File: src/rtl/fetch_pkg.sv
// Shared types and constants for the LEGv8 instruction-fetch stage.
package fetch_pkg;

    localparam int unsigned XLEN = 64;
    localparam int unsigned ILEN = 32;

    localparam logic [XLEN-1:0] RESET_PC = 64'h0;
    localparam logic [XLEN-1:0] EXC_VEC  = 64'hD8;

    typedef enum logic [2:0] {
        PC_EXC,
        PC_ERET,
        PC_BR,
        PC_HOLD,
        PC_SEQ
    } pc_sel_e;

    typedef enum logic {
        BOOT,
        RUN
    } fetch_state_e;

    typedef struct packed {
        logic            valid;
        logic [XLEN-1:0] pc;
        logic [ILEN-1:0] instr;
    } if_id_t;

endpackage

File: src/rtl/fetch_pc_sel.sv
// Next-PC priority encoder: exception > ERET > branch > stall > sequential.
module fetch_pc_sel
    import fetch_pkg::*;
#(
    parameter int unsigned   N       = fetch_pkg::XLEN,
    parameter logic [N-1:0]  EXC_VEC = fetch_pkg::EXC_VEC
) (
    input  logic         exc,
    input  logic         eret,
    input  logic         br_taken,
    input  logic         stall,
    input  logic [N-1:0] br_target,
    input  logic [N-1:0] elr,
    input  logic [N-1:0] pc,
    output pc_sel_e      sel,
    output logic [N-1:0] next_pc,
    output logic         misaligned
);

    logic [N-1:0] target;

    always_comb begin
        sel    = PC_SEQ;
        target = '0;
        if (exc) begin
            sel    = PC_EXC;
            target = EXC_VEC;
        end else if (eret) begin
            sel    = PC_ERET;
            target = elr;
        end else if (br_taken) begin
            sel    = PC_BR;
            target = br_target;
        end else if (stall) begin
            sel    = PC_HOLD;
        end
    end

    // Redirect targets are word-aligned here; the dropped low bits are reported
    // so the top can raise a fault for that redirect.
    always_comb begin
        next_pc    = pc + N'(4);
        misaligned = 1'b0;
        case (sel)
            PC_EXC, PC_ERET, PC_BR: begin
                next_pc    = {target[N-1:2], 2'b00};
                misaligned = |target[1:0];
            end
            PC_HOLD: next_pc = pc;
            default: next_pc = pc + N'(4);
        endcase
    end

endmodule

File: src/rtl/fetch_unit.sv
// Instruction-fetch stage: PC register, BOOT/RUN sequencing, IF/ID register and fetch-fault reporting.
module fetch_unit
    import fetch_pkg::*;
#(
    parameter int unsigned  N        = fetch_pkg::XLEN,
    parameter int unsigned  IW       = fetch_pkg::ILEN,
    parameter int unsigned  AW       = 7,
    parameter logic [N-1:0] RESET_PC = fetch_pkg::RESET_PC,
    parameter logic [N-1:0] EXC_VEC  = fetch_pkg::EXC_VEC
) (
    input  logic          clk,
    input  logic          reset_n,
    input  logic          stall_i,
    input  logic          br_taken_i,
    input  logic [N-1:0]  br_target_i,
    input  logic          exc_i,
    input  logic          eret_i,
    input  logic [N-1:0]  elr_i,
    output logic [AW-1:0] imem_addr_o,
    input  logic [IW-1:0] imem_q_i,
    output logic          if_id_valid_o,
    output logic [N-1:0]  if_id_pc_o,
    output logic [IW-1:0] if_id_instr_o,
    output logic [N-1:0]  pc_o,
    output logic          fault_o
);

    fetch_state_e state, state_d;
    logic [N-1:0] pc, pc_d;
    if_id_t       if_id, if_id_d;
    logic         fault, fault_d;
    logic         oor_flag, oor_flag_d;

    pc_sel_e      sel;
    logic [N-1:0] next_pc;
    logic         misaligned;
    logic         redirect;
    logic         oor;
    logic         pc_load;

    fetch_pc_sel #(
        .N       (N),
        .EXC_VEC (EXC_VEC)
    ) u_pc_sel (
        .exc        (exc_i),
        .eret       (eret_i),
        .br_taken   (br_taken_i),
        .stall      (stall_i),
        .br_target  (br_target_i),
        .elr        (elr_i),
        .pc         (pc),
        .sel        (sel),
        .next_pc    (next_pc),
        .misaligned (misaligned)
    );

    assign redirect = (sel == PC_EXC) || (sel == PC_ERET) || (sel == PC_BR);
    assign oor      = |pc[N-1:AW+2];

    always_ff @(posedge clk or negedge reset_n) begin
        if (!reset_n) begin
            state    <= BOOT;
            pc       <= RESET_PC;
            if_id    <= '0;
            fault    <= 1'b0;
            oor_flag <= 1'b0;
        end else begin
            state    <= state_d;
            pc       <= pc_d;
            if_id    <= if_id_d;
            fault    <= fault_d;
            oor_flag <= oor_flag_d;
        end
    end

    always_comb begin
        state_d = state;
        pc_d    = pc;
        if_id_d = if_id;
        pc_load = 1'b0;
        // oor_flag remembers that the current (held) PC was already reported,
        // so a stalled out-of-range PC faults only once.
        fault_d = (redirect && misaligned) || (oor && !oor_flag);

        case (state)
            BOOT: begin
                state_d = RUN;
                if_id_d = '0;
                if (redirect) begin
                    pc_d    = next_pc;
                    pc_load = 1'b1;
                end
            end
            RUN: begin
                pc_d    = next_pc;
                pc_load = (sel != PC_HOLD);
                if (redirect) begin
                    if_id_d = '0;
                end else if (sel != PC_HOLD) begin
                    if_id_d.pc = pc;
                    if (oor) begin
                        if_id_d.valid = 1'b0;
                        if_id_d.instr = '0;
                    end else begin
                        if_id_d.valid = 1'b1;
                        if_id_d.instr = imem_q_i;
                    end
                end
            end
            default: begin
                state_d = BOOT;
                if_id_d = '0;
            end
        endcase

        oor_flag_d = pc_load ? 1'b0 : oor;
    end

    assign imem_addr_o   = pc[AW+1:2];
    assign pc_o          = pc;
    assign if_id_valid_o = if_id.valid;
    assign if_id_pc_o    = if_id.pc;
    assign if_id_instr_o = if_id.instr;
    assign fault_o       = fault;

endmodule

File: config.mk
export PLATFORM = sky130hd
export DESIGN_NAME = fetch_unit
export DESIGN_NICKNAME = d
export VERILOG_FILES = /design/src/rtl/fetch_pkg.sv /design/src/rtl/fetch_pc_sel.sv /design/src/rtl/fetch_unit.sv
export SDC_FILE = /design/constraint.sdc
export NUM_CORES = 1
export LEC_CHECK = 0
export CORE_UTILIZATION = 40
export CTS_CLUSTER_DIAMETER = 40
export DETAILED_ROUTE_END_ITERATION = 12
export HOLD_SLACK_MARGIN = 0.08
export PLACE_DENSITY = 0.75
export SLEW_MARGIN = 20
export SYNTH_ARGS = -nofsm -noshare
export SYNTH_HDL_FRONTEND = slang
export SYNTH_SLANG_ARGS = --single-unit
File: constraint.sdc
create_clock -name clk -period 6.55 [get_ports clk]
set_input_delay 0.9825 -clock clk [delete_from_list [all_inputs] [get_ports clk]]
set_output_delay 0.9825 -clock clk [all_outputs]
set_load 0.02 [all_outputs]
# After elaboration in Yosys (flattened, before gate mapping)
# Cells that the tools add are included.
dict set report classes {
  n_addsub 1
  reduce_logical 10
  eq_ne 6
  div 0
  mul 0
  n_bitwise 1
  n_mux 19
  magnitude_cmp 0
  shifts 0
}
# cell n
set ops {}
lappend ops {{64-bit 2-to-1 mux} 4}
lappend ops {{64-bit one-hot mux with 2 select lines} 2}
lappend ops {{97-bit 2-to-1 mux} 2}
lappend ops {{97-bit one-hot mux with 2 select lines} 1}
lappend ops {{64-bit by 3-bit adder with 64-bit output (second input constant)} 1}
lappend ops {{55-bit OR reduction} 1}
lappend ops {{32-bit 2-to-1 mux} 1}
lappend ops {{3-bit 2-to-1 mux} 4}
lappend ops {{3-bit by 2-bit == test with 1-bit output (second input constant)} 2}
lappend ops {{1-bit 2-to-1 mux} 4}
lappend ops {{3-bit by 1-bit == test with 1-bit output (second input constant)} 1}
lappend ops {{3-bit zero test} 1}
lappend ops {{1-bit logical OR} 3}
lappend ops {{3-bit by 1-bit inequality test with 1-bit output (second input constant)} 1}
lappend ops {{3-bit by 2-bit inequality test with 1-bit output (second input constant)} 1}
lappend ops {{3-bit OR reduction} 1}
lappend ops {{1-bit logical AND} 2}
lappend ops {{2-bit inequality test (second input constant)} 1}
lappend ops {{1-bit one-hot mux with 2 select lines} 1}
lappend ops {{2-bit OR reduction} 1}
lappend ops {{1-bit zero test} 1}
lappend ops {{1-bit NOT} 1}
dict set report totals {
  mem_count 0
  output_inout_bits 169
  latchBits 0
  romBits 0
  ram_bits 0
  register_bits 164
}

# Depth between registers and ports, before layout
dict set report logic_depth {
  word_depth 10
  mapped_depth 9
}

# Cells and area by module
# Synthesis repeated with hierarchy kept, for this count alone.
dict set report hier_totals {
  hier_cells 942
  area_unflattened_um2 9391.5
}
# module n_inst area_per_inst_um2 seq_area_each_um2 cells_each
set by_module_without_submodules {}
lappend by_module_without_submodules {fetch_unit 1 6334.8 4103.9 457}
lappend by_module_without_submodules {fetch_pc_sel 1 3056.7 0.0 485}

# Worst setup path after synthesis
# No wires, ideal clock.
dict set report synth_path {
  path_kind {input port to flip-flop}
  start {in exc_i}
  end {reg if_id, in the netlist if_id_instr_o[22]}
  arrival_time_ns 2.685
  required_time_ns 6.484
  path_slack_ns 3.799
  stages 7
  setup_ns 0.066
  path_cell_list {clkbuf_1 -> nor3_1 -> and3_1 -> buf_2 -> buf_2 -> buf_1 -> a22o_1}
}
dict set report synth_via {
  elab_chain_len 6
  elab_cells_between_ends 10
  cone_classes {4 x eq/ne; 3 x mux; 3 x reduce/logical}
}
# element line
set synth_rtl {}
lappend synth_rtl {{start, declared} fetch_unit.sv:16} ;# input logic exc_i,
lappend synth_rtl {{3-bit 2-to-1 mux (*)} fetch_pc_sel.sv:25} ;# if (exc) begin
lappend synth_rtl {{3-bit by 1-bit == test with 1-bit output or 3-bit zero test (tied branches)} fetch_unit.sv:57} ;# assign redirect = (sel == PC_EXC) || (sel == PC_ERET) || (sel == PC_BR);
lappend synth_rtl {{1-bit logical OR (2 in series)} fetch_unit.sv:57}
lappend synth_rtl {{97-bit 2-to-1 mux} fetch_unit.sv:97} ;# if (redirect) begin
lappend synth_rtl {{97-bit one-hot mux with 2 select lines} fetch_unit.sv:85} ;# case (state)
lappend synth_rtl {{end signal, assigned} fetch_unit.sv:70} ;# if_id <= if_id_d;
lappend synth_rtl {{end, declared} fetch_unit.sv:30} ;# if_id_t if_id, if_id_d;
# Mark *: on every way between the ends. The rest lies on a longest branch, timed or not.
# A chain may end at the register's enable or synchronous reset.

# Worst setup path in the final report
dict set report layout_path {
  start {in br_taken_i}
  end {reg if_id, in the netlist if_id_pc_o[5]}
}
dict set report layout_via {
  elab_chain_len 8
  elab_cells_between_ends 12
  cone_classes {4 x eq/ne; 5 x mux; 3 x reduce/logical}
}
# element line
set layout_rtl {}
lappend layout_rtl {{start, declared} fetch_unit.sv:14} ;# input logic br_taken_i,
lappend layout_rtl {{3-bit 2-to-1 mux (*)} fetch_pc_sel.sv:31} ;# end else if (br_taken) begin
lappend layout_rtl {{3-bit 2-to-1 mux (*)} fetch_pc_sel.sv:28} ;# end else if (eret) begin
lappend layout_rtl {{3-bit 2-to-1 mux (*)} fetch_pc_sel.sv:25}
lappend layout_rtl {{3-bit by 1-bit == test with 1-bit output or 3-bit zero test (tied branches)} fetch_unit.sv:57}
lappend layout_rtl {{1-bit logical OR (2 in series)} fetch_unit.sv:57}
lappend layout_rtl {{97-bit 2-to-1 mux} fetch_unit.sv:97}
lappend layout_rtl {{97-bit one-hot mux with 2 select lines} fetch_unit.sv:85}
# Marked as above.

==> results.txt <==
number of distinct library cells after synthesis: 49
CTS hold repair buffers: 0
EDFF count, synth: 0
number of CTS-inserted buffers: 17
synthesis warning total: 0
Leakage: 5.16 nW
# nets final: 1,273
register bit count reported by yosys: 161
CP cell instances: clkdlybuf4s50_1 -> nor2_1 -> nand2_2 -> nor2_4 -> buf_4 -> a22o_1
status: finished, final reports clean
total iterations of the first detailed-routing run: 5
Data arrival, critical path: 4.13 ns
data required time at the worst endpoint: 6.91 ns
Syn Area/Cell: 9.92 um2
DRC: 0
final non-filler cell area: 0.0121 mm2
clock root buffer: sky130_fd_sc_hd__clkbuf_16
Most used DFF post-synth: sky130_fd_sc_hd__dfrtp_1
largest stage delay on the critical path: 0.73 ns
antenna violations before repair: 1
Die Height: 145 um
maximum resistive drop on vdd: 130 uV
area of placed instances: 0.0115 mm2
Worst Max-Slew Pin Slew: 1.08 ns
half-perimeter wire length after placement: 21,600 um
Layout Area Growth over Synthesis: 49.1%
Wirelength per Cell: 22.2 um
total count of max-transition violations in the final report: 0
# resized after CTS: 0
final setup TNS: 0 ns
CORE AREA: 0.0197 mm2
via density per instance: 6.02
clock insertion delay at the later pin of the skew report: 0.43 ns
RSZ-0062 raised after global routing: no
x dimension of the die: 145 um
total number of vias: 8,340
class of the tightest hold or removal check: register to register
period utilisation layout: 0.576
TritonCTS Sinks: 161
TritonCTS clock tree: done
ys async rst share: 1.00
wire length of the first global-routing pass: 46,100 um
register clock-pin slew on the reported worst setup and hold paths: 0.07 ns
mapped cell area: 0.00815 mm2
cell types with the largest area share after synthesis: sky130_fd_sc_hd__dfrtp_1 (49%), sky130_fd_sc_hd__a22o_1 (10%), sky130_fd_sc_hd__a22oi_1 (5.0%), sky130_fd_sc_hd__nor2_1 (4.1%), sky130_fd_sc_hd__o22a_1 (2.6%)
count of buffers inserted at the top-level ports: 332
worst hold slack: 0.440 ns
buffers from clock root to sink, at most: 2
final clock skew: 0.0125 ns
highest fanout seen on the critical path: 51
aggregate global-route resource usage: 0.294
crit path launch type: primary input
layout cell share with drive strength beyond 1: 0.0518
total of endpoints with negative setup slack in the final report: 0
Die Footprint: 0.0209 mm2
Total Power Consumption: 2.38 mW
cell type with the largest total area after synthesis: sky130_fd_sc_hd__dfrtp_1
number of global-route vias before repair: 7,848
final hold viol count: 0
Initial Util: 0.413
slowest library cell on the worst path: sky130_fd_sc_hd__nor2_4
postcts setup bufs: 0
total power per unit cell area: 196 mW/mm2
Max Freq: 0.265 GHz
routed wire length: 30,700 um
MaxCap Viol Count: 0
Syn Inst Count: 821
routability-driven placement congestion ratio: 0.909
count of non-filler cells in the finished layout: 1,385
# rows: 51
final core utilization: 0.616
Post-Place Cells: 1,351
overflow left after global routing: 0
1st-iter DRT viols: 720
area share of the largest cell type after synthesis: 0.495
number of I/O pins: 335
Routed Antenna Nets: 0
Min Clock Period, post-route: 3.77 ns
pre-CTS setup slack: 2.39 ns
post-synthesis sequential area ratio: 0.495
number of buffers and inverters on the critical path: 2
relative slew slack: 0.279
CTS HTree Levels: 4
crit path kind: primary input to register
maximum number of pins on one net before global-route repair: 100
post-route setup slack: 2.78 ns
type of destination of the critical path: register
gate family responsible for the most delay along the worst path: simple AND/OR/NAND/NOR gates
state kept, by name, summed over array words and instances, names as in the netlist:
signal	flops
pc_o	62
fault_o	1
if_id_valid_o	1
if_id_pc_o	63
if_id_instr_o	32
oor_flag	1
state	1
synthesized netlist by cell type (23+ instances only):
master and count:
sky130_fd_sc_hd__a21oi_1 38, sky130_fd_sc_hd__a22o_1 95, sky130_fd_sc_hd__a22oi_1 54, sky130_fd_sc_hd__a31oi_1 23
sky130_fd_sc_hd__clkbuf_1 51, sky130_fd_sc_hd__dfrtp_1 161, sky130_fd_sc_hd__nand2_1 23, sky130_fd_sc_hd__nand3_1 24
sky130_fd_sc_hd__nand4_1 28, sky130_fd_sc_hd__nor2_1 88, sky130_fd_sc_hd__o22a_1 24, sky130_fd_sc_hd__o22ai_1 23
per-layer routing:
metal	vias to the layer above	GRT usage	routed length, um
met5	-	0	0
met2	442	0.479	15000
met4	0	0.100	586
met3	56	0.0602	2460
li1	3712	-	-
met1	4130	0.389	12600
kinds of logic after synthesis:
group                    count (synthesis)  share of synthesized area
AND/OR/NAND/NOR                        256                      0.166
buffers and inverters                   87                     0.0471
XOR/XNOR                                22                     0.0237
multiplexers                             2                    0.00246
AO/OA/AOI/OAI                          290                      0.264
other                                    2                   0.000922
flip-flops                             161                      0.495
adder cells (fa/ha/maj)                  1                    0.00154
where the power goes:
group          total, mW  internal [mW]  switching [mW]
Clock              0.952          0.508           0.445
Sequential          1.07           1.02          0.0541
Combinational      0.355          0.183           0.172
Total               2.38           1.71           0.671
cell type report:
cell class                      count  area [um2]
Clock inverter                     14         124
Multi-Input combinational cell    574        3770
Timing Repair Buffer              344        3420
Sequential cell                   161        4030
Inverter                            8        30.0
Fill cell                        1698        7570
Clock buffer                       18         439
Tap cell                          265         332
Antenna cell                        1        2.50
cell usage in the layout, fill, tap and decap left out, types with 3 or more instances in the layout:
cell,instances
sky130_fd_sc_hd__o211ai_1,4
sky130_fd_sc_hd__clkbuf_16,17
sky130_fd_sc_hd__a22o_1,95
sky130_fd_sc_hd__inv_1,8
sky130_fd_sc_hd__and3_1,18
sky130_fd_sc_hd__clkdlybuf4s50_1,329
sky130_fd_sc_hd__a22oi_1,54
sky130_fd_sc_hd__o22ai_1,23
sky130_fd_sc_hd__a21oi_1,38
sky130_fd_sc_hd__a31oi_1,23
sky130_fd_sc_hd__conb_1,3
sky130_fd_sc_hd__inv_6,5
sky130_fd_sc_hd__nor2b_1,3
sky130_fd_sc_hd__xor2_1,16
sky130_fd_sc_hd__and4_1,8
sky130_fd_sc_hd__nand4_1,28
sky130_fd_sc_hd__nor4_1,19
sky130_fd_sc_hd__buf_4,11
sky130_fd_sc_hd__o21ai_0,13
sky130_fd_sc_hd__o22a_1,24
sky130_fd_sc_hd__and2_1,5
sky130_fd_sc_hd__dfrtp_1,161
sky130_fd_sc_hd__nor2_1,86
sky130_fd_sc_hd__o21a_1,3
sky130_fd_sc_hd__nor3_1,16
sky130_fd_sc_hd__nand3_1,24
sky130_fd_sc_hd__or3_1,4
sky130_fd_sc_hd__nand2b_1,7
sky130_fd_sc_hd__clkinv_4,4
sky130_fd_sc_hd__xnor2_1,6
sky130_fd_sc_hd__a211oi_1,4
sky130_fd_sc_hd__nand2_1,22
final timing paths:
check | end | start | slack, ns | cells after the start
worst max-delay path | if_id_pc_o[5]$_DFFE_PN0P_ | br_taken_i | 2.78 | 6
worst min-delay path | fault_o$_DFF_PN0_ | oor_flag$_DFF_PN0_ | 0.44 | 1
worst max register to register | pc_o[50]$_DFFE_PN0P_ | pc_o[2]$_DFFE_PN0P_ | 3.36 | 8
worst min register to register | fault_o$_DFF_PN0_ | oor_flag$_DFF_PN0_ | 0.44 | 1
max in group asynchronous | if_id_instr_o[10]$_DFFE_PN0P_ | reset_n | 4.53 | 2
min in group asynchronous | if_id_instr_o[0]$_DFFE_PN0P_ | reset_n | 0.66 | 1
Note: power is estimated with default switching activity, not from simulation.
